`config.mk`:
```
export PLATFORM = sky130hd
export DESIGN_NAME = local_ni
export DESIGN_NICKNAME = d
export VERILOG_FILES = /design/src/rtl/local_ni_pkg.sv /design/src/rtl/ni_fifo.sv /design/src/rtl/local_ni.sv
export SDC_FILE = /design/constraint.sdc
export NUM_CORES = 1
export LEC_CHECK = 0
export CAP_MARGIN = 40
export CORE_UTILIZATION = 49
export DETAILED_ROUTE_END_ITERATION = 7
export PLACE_DENSITY = 0.79
export SLEW_MARGIN = 20
export SYNTH_ARGS = -nofsm -noshare
export SYNTH_HDL_FRONTEND = slang
export SYNTH_SLANG_ARGS = --single-unit
```
`constraint.sdc`:
```
create_clock -name clk -period 7.1 [get_ports clk]
set_clock_uncertainty 0.1 [all_clocks]
set_input_delay 0.71 -clock clk [delete_from_list [all_inputs] [get_ports clk]]
set_output_delay 0.71 -clock clk [all_outputs]
set_load 0.05 [all_outputs]
```
`src/rtl/local_ni_pkg.sv`:
```
// Shared definitions for the local-port network interface.
//   - flit field positions: [2:0] dst, [5:3] src, [DW-1:6] payload
//   - injection FSM state type
//   - saturating increment used by the statistics counters
package local_ni_pkg;

    localparam int DATA_WIDTH   = 32;
    localparam int FLIT_DST_LSB = 0;
    localparam int FLIT_DST_MSB = 2;
    localparam int FLIT_SRC_LSB = 3;
    localparam int FLIT_SRC_MSB = 5;
    localparam int FLIT_PL_LSB  = 6;
    localparam int CNT_W        = 16;

    typedef enum logic [1:0] {
        TX_IDLE  = 2'd0,
        TX_SEND  = 2'd1,
        TX_STALL = 2'd2
    } tx_state_t;

    // Counters stick at all-ones instead of wrapping.
    function automatic logic [CNT_W-1:0] sat_inc(input logic [CNT_W-1:0] v);
        return (v == {CNT_W{1'b1}}) ? v : v + CNT_W'(1);
    endfunction

endpackage

```
`src/rtl/ni_fifo.sv`:
```
// Synchronous first-word-fall-through FIFO.
//   clk, rst   : clock, synchronous active-high reset (empties the FIFO)
//   push/wdata : write request and data
//   pop        : consume head (ignored when empty)
//   rdata      : current head, valid whenever !empty
//   full/empty : status derived from the registered occupancy
//   count      : number of stored entries
// A push while full is accepted only if a pop happens in the same cycle;
// callers that must not use that slot gate push with !full themselves.
module ni_fifo #(
    parameter int WIDTH = 32,
    parameter int DEPTH = 4
) (
    input  logic                     clk,
    input  logic                     rst,
    input  logic                     push,
    input  logic                     pop,
    input  logic [WIDTH-1:0]         wdata,
    output logic [WIDTH-1:0]         rdata,
    output logic                     full,
    output logic                     empty,
    output logic [$clog2(DEPTH):0]   count
);

    localparam int AW = $clog2(DEPTH);

    logic [WIDTH-1:0] mem [DEPTH];
    logic [AW-1:0]    wr_ptr_reg;
    logic [AW-1:0]    rd_ptr_reg;
    logic [AW:0]      count_reg;
    logic             do_push;
    logic             do_pop;

    assign empty   = (count_reg == '0);
    assign full    = (count_reg == (AW+1)'(DEPTH));
    assign do_pop  = pop && !empty;
    assign do_push = push && (!full || do_pop);
    assign count   = count_reg;

    // Head is read straight from the array so it is visible the cycle
    // after it was written (fall-through behaviour).
    assign rdata = mem[rd_ptr_reg];

    always_ff @(posedge clk) begin
        if (do_push) begin
            mem[wr_ptr_reg] <= wdata;
        end
    end

    always_ff @(posedge clk) begin
        if (rst) begin
            wr_ptr_reg <= '0;
            rd_ptr_reg <= '0;
            count_reg  <= '0;
        end else begin
            if (do_push) wr_ptr_reg <= wr_ptr_reg + AW'(1);
            if (do_pop)  rd_ptr_reg <= rd_ptr_reg + AW'(1);
            case ({do_push, do_pop})
                2'b10:   count_reg <= count_reg + (AW+1)'(1);
                2'b01:   count_reg <= count_reg - (AW+1)'(1);
                default: count_reg <= count_reg;
            endcase
        end
    end

endmodule

```
`src/rtl/local_ni.sv`:
```
// Network interface for a router LOCAL port.
//   Core TX side : tx_valid/tx_ready/tx_dst/tx_payload, tx_err pulse on self-addressed packets
//   Router side  : net_data_out/net_valid_out (injection, obeys net_full_in),
//                  net_data_in/net_valid_in (ejection, always accepted or dropped)
//   Core RX side : rx_valid/rx_ready/rx_src/rx_payload (FWFT head), rx_overflow sticky
//   Statistics   : tx_count, rx_count, drop_count (saturating), cleared by clr_stats
module local_ni
    import local_ni_pkg::*;
#(
    parameter logic [2:0] NODE_ADDR = 3'd0,
    parameter int         TX_DEPTH  = 4,
    parameter int         RX_DEPTH  = 8,
    parameter int         DW        = DATA_WIDTH,
    localparam int        PW        = DW - 6
) (
    input  logic             clk,
    input  logic             rst,
    input  logic             tx_valid,
    output logic             tx_ready,
    input  logic [2:0]       tx_dst,
    input  logic [PW-1:0]    tx_payload,
    output logic             tx_err,
    output logic [DW-1:0]    net_data_out,
    output logic             net_valid_out,
    input  logic             net_full_in,
    input  logic [DW-1:0]    net_data_in,
    input  logic             net_valid_in,
    output logic             rx_valid,
    input  logic             rx_ready,
    output logic [2:0]       rx_src,
    output logic [PW-1:0]    rx_payload,
    output logic             rx_overflow,
    input  logic             clr_stats,
    output logic [CNT_W-1:0] tx_count,
    output logic [CNT_W-1:0] rx_count,
    output logic [CNT_W-1:0] drop_count
);

    localparam int TX_CW = $clog2(TX_DEPTH) + 1;
    localparam int RX_CW = $clog2(RX_DEPTH) + 1;

    // ---------------- TX path ----------------
    logic             tx_full;
    logic             tx_empty;
    logic [TX_CW-1:0] tx_fifo_cnt;
    logic             tx_accept;
    logic             tx_push;
    logic             tx_pop;
    logic [DW-1:0]    tx_flit;
    logic             tx_err_reg;
    tx_state_t        state_reg;
    tx_state_t        state_next;

    // tx_ready uses only the registered full flag, so a pop in the same
    // cycle never lets an extra packet in.
    assign tx_ready  = !tx_full;
    assign tx_accept = tx_valid && tx_ready;
    assign tx_push   = tx_accept && (tx_dst != NODE_ADDR);
    assign tx_flit   = {tx_payload, NODE_ADDR, tx_dst};

    ni_fifo #(.WIDTH(DW), .DEPTH(TX_DEPTH)) tx_fifo (
        .clk   (clk),
        .rst   (rst),
        .push  (tx_push),
        .pop   (tx_pop),
        .wdata (tx_flit),
        .rdata (net_data_out),
        .full  (tx_full),
        .empty (tx_empty),
        .count (tx_fifo_cnt)
    );

    always_ff @(posedge clk) begin
        if (rst) begin
            state_reg  <= TX_IDLE;
            tx_err_reg <= 1'b0;
        end else begin
            state_reg  <= state_next;
            tx_err_reg <= tx_accept && (tx_dst == NODE_ADDR);
        end
    end

    assign tx_err = tx_err_reg;

    always_comb begin
        state_next    = state_reg;
        net_valid_out = 1'b0;
        tx_pop        = 1'b0;
        case (state_reg)
            TX_IDLE: begin
                // Leaving on the push itself gives valid one cycle after accept.
                if (tx_push || !tx_empty) state_next = TX_SEND;
            end
            TX_SEND: begin
                net_valid_out = !net_full_in && !tx_empty;
                tx_pop        = net_valid_out;
                if (net_full_in) begin
                    state_next = TX_STALL;
                end else if (tx_pop && (tx_fifo_cnt == TX_CW'(1)) && !tx_push) begin
                    state_next = TX_IDLE;
                end
            end
            TX_STALL: begin
                if (!net_full_in) state_next = TX_SEND;
            end
            default: state_next = TX_IDLE;
        endcase
    end

    // ---------------- RX path ----------------
    logic             rx_full;
    logic             rx_empty;
    logic [RX_CW-1:0] rx_fifo_cnt;
    logic [DW-1:0]    rx_head;
    logic             rx_pop;
    logic             rx_push;
    logic             rx_drop;
    logic             rx_overflow_reg;

    assign rx_pop   = rx_valid && rx_ready;
    // The router cannot be back-pressured: each arriving flit is either
    // stored or counted as a drop in the cycle it arrives.
    assign rx_push  = net_valid_in && (net_data_in[FLIT_DST_MSB:FLIT_DST_LSB] == NODE_ADDR)
                      && (!rx_full || rx_pop);
    assign rx_drop  = net_valid_in && !rx_push;

    ni_fifo #(.WIDTH(DW), .DEPTH(RX_DEPTH)) rx_fifo (
        .clk   (clk),
        .rst   (rst),
        .push  (rx_push),
        .pop   (rx_pop),
        .wdata (net_data_in),
        .rdata (rx_head),
        .full  (rx_full),
        .empty (rx_empty),
        .count (rx_fifo_cnt)
    );

    assign rx_valid   = !rx_empty;
    assign rx_src     = rx_head[FLIT_SRC_MSB:FLIT_SRC_LSB];
    assign rx_payload = rx_head[DW-1:FLIT_PL_LSB];

    logic unused_ok;
    assign unused_ok = &{1'b0, rx_fifo_cnt, rx_head[FLIT_DST_MSB:FLIT_DST_LSB]};

    always_ff @(posedge clk) begin
        if (rst || clr_stats) begin
            rx_overflow_reg <= 1'b0;
        end else if (rx_drop) begin
            rx_overflow_reg <= 1'b1;
        end
    end

    assign rx_overflow = rx_overflow_reg;

    // ---------------- statistics ----------------
    // Index 0: injected flits, 1: flits stored in RX, 2: RX drops.
    logic [2:0] stat_inc;
    assign stat_inc = {rx_drop, rx_push, tx_pop};

    genvar gi;
    for (gi = 0; gi < 3; gi++) begin : stat_g
        logic [CNT_W-1:0] cnt_reg;
        always_ff @(posedge clk) begin
            if (rst || clr_stats) begin
                cnt_reg <= '0;
            end else if (stat_inc[gi]) begin
                cnt_reg <= sat_inc(cnt_reg);
            end
        end
    end

    assign tx_count   = stat_g[0].cnt_reg;
    assign rx_count   = stat_g[1].cnt_reg;
    assign drop_count = stat_g[2].cnt_reg;

endmodule

```
==> metrics.txt <==
# TYPE chip_impl_metric gauge
chip_impl_metric{name="cap_violations",unit=""} 0
chip_impl_metric{name="insertedDiodeCount",unit=""} 0
chip_impl_metric{name="power.sequential.fraction",unit=""} 0.472
chip_impl_info{name="regMostFlops",value="rx_fifo.mem"} 1
chip_impl_metric{name="floorplan.rows",unit=""} 67
chip_impl_metric{name="worst-r2r-setup-slack",unit="ps"} 4170
chip_impl_info{name="rsz0062_at_grt",value="false"} 1
chip_impl_info{name="mostFrequentLayoutCells",value="sky130_fd_sc_hd__edfxtp_1 (348), sky130_fd_sc_hd__clkdlybuf4s50_1 (178), sky130_fd_sc_hd__mux4_2 (87)"} 1
chip_impl_metric{name="power.switching",unit="W"} 0.001419
chip_impl_metric{name="nets",unit=""} 1208
chip_impl_info{name="hold_start",value="rx_overflow"} 1
chip_impl_metric{name="synth_seq_cells",unit=""} 422
chip_impl_metric{name="clock_power_share",unit=""} 0.371
chip_impl_metric{name="gp_routability_congestion",unit=""} 0.8174
chip_impl_info{name="kind_of_path_behind_the_tightest_hold_check",value="reg -> reg"} 1
chip_impl_metric{name="clk-insertion-delay-late",unit="ps"} 520
chip_impl_metric{name="cellLeakagePower",unit="nW"} 6.400
chip_impl_metric{name="die_width",unit="um"} 186.0
chip_impl_metric{name="fin_setup_tns",unit="ps"} 0
chip_impl_metric{name="grt_first_pass_wirelength",unit="um"} 47910
chip_impl_metric{name="cts_htree_levels",unit=""} 2
chip_impl_metric{name="register_area",unit="mm^2"} 0.01194
chip_impl_info{name="largestRegisters",value="rx_fifo.mem (232), tx_fifo.mem (116)"} 1
chip_impl_metric{name="p_sw_frac",unit=""} 0.2404
chip_impl_metric{name="cp_max_fo",unit=""} 36
chip_impl_info{name="r2r_end",value="rx_fifo.count[2]"} 1
chip_impl_metric{name="postSynthCellCount",unit=""} 925
chip_impl_metric{name="drcViolationCount",unit=""} 0
chip_impl_metric{name="placement_cell_area",unit="mm^2"} 0.01895
chip_impl_info{name="timing.hold.worst_endpoint",value="rx_overflow"} 1
chip_impl_metric{name="core_region_area",unit="mm^2"} 0.03345
chip_impl_info{name="synth_flop_cell",value="sky130_fd_sc_hd__edfxtp_1"} 1
chip_impl_metric{name="numClockSinks",unit=""} 422
chip_impl_metric{name="setup-violations-final",unit=""} 0
chip_impl_metric{name="maximum_number_of_pins_on_one_net_before_global_route_repair",unit=""} 59
chip_impl_metric{name="synth_edf_count",unit=""} 348
chip_impl_metric{name="ctsHoldBuffers",unit=""} 0
chip_impl_metric{name="post-dp-hpwl",unit="um"} 18500
chip_impl_metric{name="final_antenna_net_count",unit=""} 0
chip_impl_metric{name="largest_register_ff_count",unit=""} 232
chip_impl_metric{name="vias_per_cell",unit=""} 5.455
chip_impl_metric{name="worst_slew_margin_rel",unit=""} 0.4563
chip_impl_metric{name="via_count",unit=""} 8745
chip_impl_info{name="critical_r2r_launch",value="rx_fifo.count[0]"} 1
chip_impl_metric{name="cts.path.max_buffers",unit=""} 3
chip_impl_metric{name="initialDrtViolationCount",unit=""} 576
chip_impl_metric{name="compound_cell_area_share_of_the_yosys_netlist",unit=""} 0.02384
chip_impl_info{name="element_type_at_the_critical_path_start",value="flop"} 1
chip_impl_metric{name="antenna_found_initial",unit=""} 1
chip_impl_metric{name="synthArstFlopShare",unit=""} 0
chip_impl_info{name="highest_layer",value="met5"} 1
chip_impl_metric{name="postLayoutCoreUtil",unit=""} 0.6082
chip_impl_metric{name="yosysWarnings",unit=""} 0
chip_impl_metric{name="io_buffer_count",unit=""} 178
chip_impl_metric{name="synth_sequential_area_ratio",unit=""} 0.7195
chip_impl_metric{name="synth-simple-area-share",unit=""} 0.06360
chip_impl_metric{name="drive_above_1_share",unit=""} 0.1905
chip_impl_metric{name="synthDistinctLibCells",unit=""} 56
chip_impl_metric{name="final_hold_viol_count",unit=""} 0
chip_impl_metric{name="die_area",unit="mm^2"} 0.03458
chip_impl_metric{name="yosys.area_share.adder",unit=""} 0.01283
chip_impl_info{name="clockRootBuffer",value="sky130_fd_sc_hd__clkbuf_16"} 1
chip_impl_metric{name="cts.repair_timing.setup_buffer_count",unit=""} 0
chip_impl_metric{name="power.density_cell_area",unit="mW/mm^2"} 290.1
chip_impl_metric{name="met3RoutedLength",unit="um"} 1795
chip_impl_metric{name="synth_xor_xnor_area_share",unit=""} 0.02271
chip_impl_metric{name="fmax",unit="MHz"} 249.1
chip_impl_metric{name="drt-wirelength-per-cell",unit="um"} 19.43
chip_impl_metric{name="cts_inserted_buffers",unit=""} 42
chip_impl_metric{name="wl_met2",unit="um"} 16080
chip_impl_info{name="endpoint_kind",value="output port"} 1
chip_impl_metric{name="synth.mux.area_fraction",unit=""} 0.1421
chip_impl_metric{name="grt_overflow_total",unit=""} 0
chip_impl_info{name="layout.cells.most_common",value="sky130_fd_sc_hd__edfxtp_1"} 1
chip_impl_metric{name="synthesized_area",unit="mm^2"} 0.01658
chip_impl_metric{name="number_of_fill_cells",unit=""} 2403
chip_impl_metric{name="internal_power_summed_over_all_cells",unit="W"} 0.004482
chip_impl_metric{name="power.ir.vdd_worst",unit="mV"} 0.1770
chip_impl_metric{name="io_pins",unit=""} 182
chip_impl_metric{name="finalMaxSlewViolations",unit=""} 0
chip_impl_metric{name="finalCriticalPeriod",unit="ps"} 4014
chip_impl_info{name="synth_top_family_by_area",value="multiplexers"} 1
chip_impl_metric{name="grt_use_total",unit=""} 0.1826
chip_impl_metric{name="cts_resized",unit=""} 0
chip_impl_metric{name="area.growth.synth_to_final",unit="%"} 22.66
chip_impl_metric{name="layout.cell_area.non_filler",unit="mm^2"} 0.02034
chip_impl_metric{name="drtPass1Iterations",unit=""} 5
chip_impl_metric{name="worstPathRequired",unit="ps"} 6290
chip_impl_info{name="cts_tree",value="yes"} 1
chip_impl_metric{name="worst_setup_hold_path_clk_slew",unit="ps"} 60
chip_impl_metric{name="wirelength_met1",unit="um"} 12800
chip_impl_metric{name="multi_input_comb_area",unit="mm^2"} 0.004453
chip_impl_metric{name="combinationalPowerShare",unit=""} 0.157
chip_impl_metric{name="via_count_of_the_first_global_routing_pass",unit=""} 8777
chip_impl_info{name="critical_path_class",value="reg -> out"} 1
chip_impl_metric{name="start_util",unit=""} 0.4958
chip_impl_metric{name="finalCritPeriodShare",unit=""} 0.5654
chip_impl_metric{name="timing_worst_slew_pin_value",unit="ps"} 815.5
chip_impl_metric{name="cp.arrival",unit="ps"} 3200
chip_impl_metric{name="route.final.wire_length",unit="um"} 31150
chip_impl_info{name="run_status",value="finished clean"} 1
chip_impl_metric{name="worst-r2r-cell-count",unit=""} 10
chip_impl_metric{name="die_h",unit="um"} 186.0
chip_impl_metric{name="syn-mean-instance-area",unit="um^2"} 17.93
chip_impl_metric{name="worstHoldPathCells",unit=""} 2
## cell families after synthesis
family,count (synthesis)
flops,422
simple gates,201
mux,123
compound gates,59
buf+inv,59
xor+xnor,43
fa+ha+maj,17
other cells,1
## critical path, cell delays in order, from the launching register on
cell and delay, ps:
sky130_fd_sc_hd__dfxtp_4 520, sky130_fd_sc_hd__buf_4 300, sky130_fd_sc_hd__buf_16 300, sky130_fd_sc_hd__mux4_2 550, sky130_fd_sc_hd__mux2_2 280, sky130_fd_sc_hd__clkdlybuf4s50_1 710
## worst max path at each step
stage / startpoint / to / slack [ps] / cells past startpoint
floorplan: net_data_in[1] / rx_fifo.mem[2][10] / 1950 / 5
global placement: flop / rx_payload[21] / 3370 / 4
detailed placement: net_data_in[1] / rx_fifo.mem[6][4] / 3520 / 6
CTS: flop / rx_src[0] / 2990 / 5
global route: flop / rx_payload[24] / 2910 / 5
finish: flop / rx_src[0] / 3090 / 5
## metrics by stage
step	std cells	worst slack [ps]	power, W	hold WS, ps
after floorplan	927	1952	0.003494	378.8
after global placement	1524	3365	0.003743	334.0
after detailed placement	1527	3518	0.003773	349.1
after CTS	1603	2992	0.005959	363.7
after global routing	1603	2905	0.006103	383.7
final	1603	3086	0.005900	362.2
## power groups by stage
| stage | Clock (W) | Combinational, W | Sequential, W |
|---|---|---|---|
| 5_1_grt | 0.00233 | 0.000985 | 0.00279 |
| 2_1_floorplan | 0 | 0.000680 | 0.00281 |
| 3_5_place_dp | 0 | 0.000936 | 0.00284 |
| 6_report | 0.00219 | 0.000927 | 0.00278 |
| 4_1_cts | 0.00223 | 0.000940 | 0.00279 |
| 3_3_place_gp | 0 | 0.000909 | 0.00283 |
## Yosys cell counts, types with 3 or more instances
master | number | area, um^2
sky130_fd_sc_hd__a211oi_1 | 5 | 37.54
sky130_fd_sc_hd__a21oi_1 | 22 | 110.1
sky130_fd_sc_hd__a311oi_1 | 5 | 43.79
sky130_fd_sc_hd__a31o_2 | 4 | 35.03
sky130_fd_sc_hd__a31oi_1 | 4 | 25.02
sky130_fd_sc_hd__and2_1 | 6 | 37.54
sky130_fd_sc_hd__and3_1 | 8 | 50.05
sky130_fd_sc_hd__and4_1 | 3 | 26.28
sky130_fd_sc_hd__buf_2 | 10 | 50.05
sky130_fd_sc_hd__buf_4 | 3 | 22.52
sky130_fd_sc_hd__clkbuf_1 | 25 | 93.84
sky130_fd_sc_hd__dfxtp_1 | 74 | 1481
sky130_fd_sc_hd__edfxtp_1 | 348 | 10450
sky130_fd_sc_hd__ha_1 | 17 | 212.7
sky130_fd_sc_hd__inv_1 | 16 | 60.06
sky130_fd_sc_hd__mux2_2 | 29 | 326.6
sky130_fd_sc_hd__mux2i_1 | 7 | 70.07
sky130_fd_sc_hd__mux4_2 | 87 | 1959
sky130_fd_sc_hd__nand2_1 | 30 | 112.6
sky130_fd_sc_hd__nand2b_1 | 3 | 18.77
sky130_fd_sc_hd__nand3_1 | 24 | 120.1
sky130_fd_sc_hd__nand4_1 | 9 | 56.30
sky130_fd_sc_hd__nor2_1 | 61 | 229.0
sky130_fd_sc_hd__nor3_1 | 14 | 70.07
sky130_fd_sc_hd__nor3b_1 | 4 | 30.03
sky130_fd_sc_hd__nor4_1 | 13 | 81.33
sky130_fd_sc_hd__nor4b_1 | 4 | 35.03
sky130_fd_sc_hd__o21ai_0 | 6 | 30.03
sky130_fd_sc_hd__or3_1 | 8 | 50.05
sky130_fd_sc_hd__xnor2_1 | 35 | 306.5
sky130_fd_sc_hd__xor2_1 | 8 | 70.07
## metal layers
metal | global-route usage | vias up
met5 | 0 | -
met1 | 0.2347 | 4409
li1 | - | 4078
met3 | 0.04148 | 37
met4 | 0.04230 | 2
met2 | 0.3149 | 219
## final cells by class
cell class | count | share of cell area
multi-input combinational | 446 | 0.2189
inverter | 18 | 0.003321
sequential | 422 | 0.5869
tap | 448 | 0.02756
clock buffer | 57 | 0.05905
clock inverter | 19 | 0.009165
timing repair buffer | 193 | 0.09509
Note: power is estimated with default switching activity, not from simulation.
